## config.mk

```make
export PLATFORM = sky130hd
export DESIGN_NAME = serial_adder
export DESIGN_NICKNAME = d
export VERILOG_FILES = /design/src/rtl/serial_adder_pkg.sv /design/src/rtl/serial_adder_digit_adder.sv /design/src/rtl/serial_adder.sv
export SDC_FILE = /design/constraint.sdc
export NUM_CORES = 1
export LEC_CHECK = 0
export BUFFER_PORTS_ARGS = -buffer_cell sky130_fd_sc_hd__buf_2
export CAP_MARGIN = 20
export CORE_MARGIN = 2
export CORE_UTILIZATION = 35
export CTS_CLUSTER_DIAMETER = 40
export CTS_CLUSTER_SIZE = 16
export DETAILED_ROUTE_END_ITERATION = 6
export HOLD_SLACK_MARGIN = 0.02
export PLACE_DENSITY = 0.51
export SLEW_MARGIN = 20
export SYNTH_ARGS = -nofsm -noshare
export SYNTH_HDL_FRONTEND = slang
export SYNTH_SLANG_ARGS = --single-unit
```

## constraint.sdc

```tcl
create_clock -name clk -period 6.9 [get_ports clk]
set_input_delay 1.38 -clock clk [delete_from_list [all_inputs] [get_ports clk]]
set_output_delay 1.38 -clock clk [all_outputs]
set_load 0.03 [all_outputs]
```

## src/rtl/serial_adder_pkg.sv

```systemverilog
// serial_adder_pkg: FSM state type and sizing helpers for serial_adder.
// calc_n gives digits per operation; cnt_w gives digit counter width.
package serial_adder_pkg;

  typedef enum logic [1:0] {
    IDLE = 2'd0,
    RUN  = 2'd1,
    DONE = 2'd2
  } state_e;

  function automatic int calc_n(input int width, input int digit);
    return width / digit;
  endfunction

  // Counter width is $clog2(N) but never below one bit.
  function automatic int cnt_w(input int n);
    return (n <= 1) ? 1 : $clog2(n);
  endfunction

endpackage

```

## src/rtl/serial_adder_digit_adder.sv

```systemverilog
// digit_adder: combinational DIGIT-bit ripple chain of full-adder cells.
// Ports: x, y, ci in; s, co, c_msb_in (carry into the top bit) out.
module digit_adder #(
  parameter int DIGIT = 1
) (
  input  logic [DIGIT-1:0] x,
  input  logic [DIGIT-1:0] y,
  input  logic             ci,
  output logic [DIGIT-1:0] s,
  output logic             co,
  output logic             c_msb_in
);

  always_comb begin
    logic c;
    c        = ci;
    s        = '0;
    c_msb_in = ci;
    for (int i = 0; i < DIGIT; i++) begin
      c_msb_in = c;
      s[i]     = x[i] ^ y[i] ^ c;
      c        = (x[i] & y[i]) | (c & (x[i] ^ y[i]));
    end
    co = c;
  end

endmodule

```

## src/rtl/serial_adder.sv

```systemverilog
// serial_adder: digit-serial WIDTH-bit adder, DIGIT bits/clock, LSB first.
// Ports: clk, rst_n, in_valid/in_ready, a, b, cin, sub,
//   out_valid/out_ready, sum, cout, ovf.
// Macro SERIAL_ADDER_SUB_EN enables subtract mode (a - b - cin).
module serial_adder
  import serial_adder_pkg::*;
#(
  parameter int WIDTH = 8,
  parameter int DIGIT = 1
) (
  input  logic             clk,
  input  logic             rst_n,
  input  logic             in_valid,
  output logic             in_ready,
  input  logic [WIDTH-1:0] a,
  input  logic [WIDTH-1:0] b,
  input  logic             cin,
  input  logic             sub,
  output logic             out_valid,
  input  logic             out_ready,
  output logic [WIDTH-1:0] sum,
  output logic             cout,
  output logic             ovf
);

  localparam int N  = calc_n(WIDTH, DIGIT);
  localparam int CW = cnt_w(N);
  localparam logic [CW-1:0] LAST = CW'(N - 1);

  if (WIDTH < 1 || DIGIT < 1 || (WIDTH % DIGIT) != 0) begin : g_bad_cfg
    $error("serial_adder: WIDTH must be a positive multiple of DIGIT");
  end

  state_e           state_q, state_d;
  logic [CW-1:0]    cnt_q, cnt_d;
  logic             carry_q, carry_d;
  logic [WIDTH-1:0] a_q, a_d;
  logic [WIDTH-1:0] b_q, b_d;
  logic [WIDTH-1:0] sum_q, sum_d;
  logic             cout_q, cout_d;
  logic             ovf_q, ovf_d;

  logic [DIGIT-1:0] dx, dy, ds;
  logic             dco, dmsb;

  assign dx = a_q[int'(cnt_q)*DIGIT +: DIGIT];
  assign dy = b_q[int'(cnt_q)*DIGIT +: DIGIT];

  digit_adder #(.DIGIT(DIGIT)) u_digit (
    .x        (dx),
    .y        (dy),
    .ci       (carry_q),
    .s        (ds),
    .co       (dco),
    .c_msb_in (dmsb)
  );

`ifndef SERIAL_ADDER_SUB_EN
  logic sub_unused;
  assign sub_unused = sub;
`endif

  always_comb begin
    state_d = state_q;
    cnt_d   = cnt_q;
    carry_d = carry_q;
    a_d     = a_q;
    b_d     = b_q;
    sum_d   = sum_q;
    cout_d  = cout_q;
    ovf_d   = ovf_q;
    unique case (state_q)
      IDLE: begin
        if (in_valid) begin
          a_d = a;
`ifdef SERIAL_ADDER_SUB_EN
          // Subtract as a + ~b + ~cin; B is inverted once at latch.
          b_d     = sub ? ~b : b;
          carry_d = cin ^ sub;
`else
          b_d     = b;
          carry_d = cin;
`endif
          cnt_d   = '0;
          state_d = RUN;
        end
      end
      RUN: begin
        sum_d[int'(cnt_q)*DIGIT +: DIGIT] = ds;
        carry_d = dco;
        cnt_d   = cnt_q + CW'(1);
        if (cnt_q == LAST) begin
          cout_d  = dco;
          ovf_d   = dco ^ dmsb;
          state_d = DONE;
        end
      end
      DONE: begin
        if (out_ready) state_d = IDLE;
      end
      default: state_d = IDLE;
    endcase
  end

  always_ff @(posedge clk or negedge rst_n) begin
    if (!rst_n) begin
      state_q <= IDLE;
      cnt_q   <= '0;
      carry_q <= 1'b0;
      a_q     <= '0;
      b_q     <= '0;
      sum_q   <= '0;
      cout_q  <= 1'b0;
      ovf_q   <= 1'b0;
    end else begin
      state_q <= state_d;
      cnt_q   <= cnt_d;
      carry_q <= carry_d;
      a_q     <= a_d;
      b_q     <= b_d;
      sum_q   <= sum_d;
      cout_q  <= cout_d;
      ovf_q   <= ovf_d;
    end
  end

  assign in_ready  = (state_q == IDLE);
  assign out_valid = (state_q == DONE);
  assign sum       = sum_q;
  assign cout      = cout_q;
  assign ovf       = ovf_q;

endmodule

```

**After elaboration in Yosys (flattened, before gate mapping)**

Cells that the tools add are included.
W data, S select, Z words.

- Add/sub/neg operators: 2
- Eq/ne operators: 6
- Shift operators: 4
- Multiplexer cells: 9
- Bitwise gates (word level): 6
- Reductions and logical operators: 6

Operators with widths:

| operator | count |
|---|---|
| $neg A3 Y33 | 1 |
| $shift A1 B33 Y8 const A | 1 |
| $shiftx A1 B33 Y8 | 1 |
| $shiftx A8 B4 Y1 | 2 |
| $bwmux W8 | 1 |
| $mux W2 | 3 |
| $pmux W2 S3 | 1 |
| $pmux W3 S2 | 1 |
| $reduce_and A2 Y1 | 3 |
| $ne A2 B2 Y1 const B | 2 |
| $add A3 B1 Y3 const B | 1 |
| $eq A3 B3 Y1 const B | 1 |
| $mux W3 | 1 |
| $reduce_and A3 Y1 | 1 |
| $xor A1 B1 Y1 | 3 |
| $and A1 B1 Y1 | 2 |
| $eq A2 B1 Y1 const B | 1 |
| $eq A2 B2 Y1 const B | 1 |
| $logic_not A2 Y1 | 1 |
| $ne A2 B1 Y1 const B | 1 |
| $pmux W1 S2 | 1 |
| $reduce_bool A2 Y1 | 1 |
| $mux W1 | 1 |
| $or A1 B1 Y1 | 1 |

- Flip-flop bits (word level): 32
- Output and inout bits: 12
- Word-level logic and storage cells: 41

**Longest topological paths before layout**

- Depth in word-level cells: 5
- Mapped depth: 7
- Gate-level depth less buffers: 6

**Modules after synthesis**

A second synthesis with hierarchy kept.

- Cells, all modules: 154
- Area total of the unflattened synthesis: 1,609.0 sq um

By module, submodules not included:

| module | instances | cells an instance | area an instance (sq um) | sequential area each (sq um) |
|---|---|---|---|---|
| serial_adder | 1 | 152 | 1,581.5 | 800.8 |
| digit_adder | 1 | 2 | 27.5 | 0.0 |

**Worst setup path after synthesis**

No wires, ideal clock.

- Kind: reg-to-reg
- Start point: register cnt_q[1]
- End point: register sum_q[5] (netlist: sum[5])
- Library setup time: 0.065 ns
- Arrival time: 2.414 ns
- Path slack: 4.421 ns
- Cell stages (with the launch flop): 7
- Path buffers: 1
- Clock period less this slack: 2.479 ns
- Cell sequence: dfrtp_1 > clkbuf_1 > mux4_2 > mux2i_1 > fa_1 > nor4b_1 > mux2_2

- Word-level cells in the longest chain between the ends: 5

Ends and longest elaborated chain:

| element | RTL line | source |
|---|---|---|
| start: declaration | serial_adder.sv:35 | `logic [CW-1:0] cnt_q, cnt_d;` |
| start signal: assignment | serial_adder.sv:117 | `cnt_q <= cnt_d;` |
| $shiftx A8 B4 Y1 (on tied branches) | serial_adder.sv:46, serial_adder.sv:47 |  |
| $xor A1 B1 Y1 (2 in a row) | serial_adder_digit_adder.sv:21 | `s[i] = x[i] ^ y[i] ^ c;` |
| $shiftx A1 B33 Y8 | serial_adder.sv:89 | `sum_d[int'(cnt_q)*DIGIT +: DIGIT] = ds;` |
| $bwmux W8 (*) | serial_adder.sv:89 |  |
| end signal: assignment | serial_adder.sv:121 | `sum_q <= sum_d;` |
| end: declaration | serial_adder.sv:39 | `logic [WIDTH-1:0] sum_q, sum_d;` |

Mark *: on every way between the ends. The rest lies on a longest branch, timed or not.
A chain may end at the register's enable or synchronous reset.

**Final worst setup path**

Ends and elaborated chain as after synthesis.

==> results.yml <==
routing:
  drt-total-wl_um: 2944
  drc_errors: 0
  postRouteAntennaNets: 0
  first_pass_iters: 4
  wire_per_inst_um: 14.02
  drt_iter0_markers: 70
  viasPerCell: 5.148
  vias: 1081
cts:
  postCtsHoldBufs: 0
  cts-resized-gates: 0
  cts.sinks: 32
  cts_setup_buffers: 0
  cts_buffers: 5
  clk_latency_ns: 0.28
  cts_root_buf: "clkbuf_8"
  path_clk_slew_ns: 0.07
  tritoncts: "yes"
  clock_path_buffers: 2
  htree_levels: 2
floorplan:
  die_area_sq_um: 5084
  pin_count: 34
  start_util_pct: 36.41
  die_y_um: 71.30
  dieWidth_um: 71.30
  core-area_sq_um: 4354
  num_rows: 24
logic_synthesis:
  syn_nets: 152
  synth-edff-count: 0
  dominantRegCellSynth: "dfrtp_1"
  synth_top_family_by_area: "multiplexers"
  ys_ff_latch: 32
  yosys.cell_count.top_type: "dfrtp_1"
  synth_fa_ha_area_share_pct: 6.788
  yosysTopAreaCellShare_pct: 50.51
  synthCells: 122
  synth.avg_cell_area_sq_um: 12.99
  synth.distinct_cells: 27
  synthXorXnorAreaFrac_pct: 0.5525
  async_reset_ff_share_pct: 100.0
  synth_area_leaders: "dfrtp_1, mux2_2, mux4_2, ha_1, nor4b_1"
  seq_area_frac_synth_pct: 50.51
  synth-simple-area-share_pct: 11.29
  synth.largest_area_cell: "dfrtp_1"
  netlist_area_sq_um: 1585
  synth.area.mux_share_pct: 23.84
  synth_common_cells: "dfrtp_1, mux2_2, inv_1"
  synth-compound-area-share_pct: 3.867
  ys_warn_count: 0
sta:
  rsz0062_at_grt: "false"
  period_share_pct: 38.79
  final-hold-violation-count: 0
  setup_viol: 0
  slew_violations: 0
  fin_tns_setup_ns: 0
  slew_headroom_pct: 52.17
  worstMarginPinSlew_ns: 0.7174
  period_needed_ns: 2.677
  fmax_mhz: 373.6
  worst_clock_skew_ns: 0.003367
cells_and_area:
  n_antenna_cell: 0
  regArea_sq_um: 800.8
  multi_input_area_sq_um: 734.5
  final_nets: 187
  drive_above_1_share_pct: 41.77
  fillerInstances: 406
  area_delta_synth_final_pct: 20.21
  final_cell_count_no_fill: 210
worst_setup_path:
  r2r-start: "cnt_q[1]"
  cp-start-kind: "flip-flop"
  critPathSlowestCell: "dfrtp_1"
  arrival_ns: 2.90
  crit_required_ns: 7.12
  critPathCaptureType: "flip-flop"
  cp_cell_sequence: "mux4_2 -> mux2i_1 -> fa_1 -> nor4b_1 -> mux2_2"
  cp_slowest_stage_delay_ns: 0.65
  critPathMaxFanout: 12
  critPathKind: "flip-flop to flip-flop"
  startpoint: "cnt_q[1]"
placed_design:
  gp_congestion: 0.7876
  portBuffers: 32
  dp_hpwl_um: 2110
  dp.cells: 202
worst_hold_path:
  hold_path_class: "flip-flop to flip-flop"
  min_from: "cout"
pwr:
  p_comb_share_pct: 46.9
  switchingPower_uw: 380.6
  vdd_drop_max_mv: 0.1604
  switching_share_pct: 38.70
  pwr-share-seq_pct: 35.2
  powerDensity_nw_per_um2: 516.1
  p_leak_uw: 0.0009066
  power.internal_uw: 602.8
  clockPowerShare_pct: 17.9
global_route:
  grt_pass1_vias: 1120
  grt_first_pass_wirelength_um: 5057
  grt_antenna_before_repair: 0
  grt.overflow.total: 0
  grt_usage_pct: 13.05
  grt_start_max_net_pins: 33
outcome:
  run_status: "complete, no violations"
job:
  maxCapViolCount: 0
power by group through the flow:
| stage | logic [uW] | registers [uW] | clock network (uW) |
|---|---|---|---|
| finish | 461 | 346 | 176 |
| global route | 507 | 363 | 192 |
| CTS | 467 | 347 | 182 |
| detailed placement | 466 | 351 | 0 |
| global placement | 456 | 348 | 0 |
| floorplan | 331 | 369 | 0 |
per-layer routing:
| layer | vias to the layer above | routed length (um) | track usage, % |
|---|---|---|---|
| met5 | - | 0 | 0 |
| met4 | 0 | 28 | 4.403 |
| met3 | 5 | 166 | 4.923 |
| met2 | 30 | 1451 | 22.02 |
| met1 | 534 | 1298 | 15.31 |
| li1 | 512 | - | - |
final cells by class:
type | count | area share, %
Clock buffer | 5 | 3.611
Tap cell | 52 | 3.414
Timing Repair Buffer | 32 | 8.404
Multi-Input combinational cell | 77 | 38.54
Sequential cell | 32 | 42.02
Clock inverter | 3 | 2.232
Inverter | 9 | 1.773
critical path, delay by kind of cell, from the launching register on:
kind / cells / cell delay [ns]
adders and majority gates: 1 / 0.53
DFF: 1 / 0.65
muxes: 3 / 1.01
and+or+nand+nor: 1 / 0.42
cell usage in the layout, fill, tap and decap left out:
master / instances
a21oi_1: 1
a22o_1: 2
a31oi_1: 1
and2_1: 1
buf_2: 32
bufinv_16: 1
clkbuf_8: 5
clkinv_2: 1
clkinvlp_4: 1
dfrtp_1: 32
fa_1: 1
ha_1: 7
inv_1: 9
mux2_2: 22
mux2i_1: 4
mux4_2: 4
nand2_1: 5
nand3b_1: 1
nand4_1: 3
nor2_1: 3
nor2b_1: 3
nor3_1: 1
nor4_1: 1
nor4b_1: 6
o21ai_0: 5
o21bai_1: 1
or2b_1: 1
or3_1: 1
or4b_1: 2
xor2_1: 1
through the flow:
stage                     total power [uW]  util, %  hold slack (ns)  worst slack, ns  area, sq um
after global routing                  1063    43.76           0.5202            3.939         1906
after floorplan                      700.3        -           0.4752            4.421         1585
final                                983.4    43.76           0.4752            4.223         1906
after CTS                            996.8    43.76           0.4851            4.168         1906
after global placement               804.0    41.21           0.4622            4.224         1794
after detailed placement             817.1    41.21           0.4702            4.194         1794
registers in the layout (all words and copies together) (netlist names):
| name | count |
|---|---|
| a_q | 8 |
| b_q | 8 |
| sum | 8 |
| cnt_q | 3 |
| state_q | 2 |
| carry_q | 1 |
| cout | 1 |
| ovf | 1 |
logic make-up (layout without fill, tap and decap cells):
family / Yosys count / after routing
simple gates: 28 / 28
buf+inv: 13 / 49
compound gates: 10 / 10
xor+xnor: 1 / 1
mux: 30 / 30
fa+ha+maj: 8 / 8
flops: 32 / 32
worst paths after layout:
kind                                    to  slack (ns)  cells after the start
worst max-delay path                sum[5]        4.22                      5
worst min-delay path                  cout        0.48                      2
worst max register to register      sum[5]        4.22                      5
worst min register to register        cout        0.48                      2
max in group asynchronous           sum[6]        5.29                      1
min in group asynchronous       state_q[1]        1.15                      1
No activity file was read; power rests on OpenSTA's default activity.
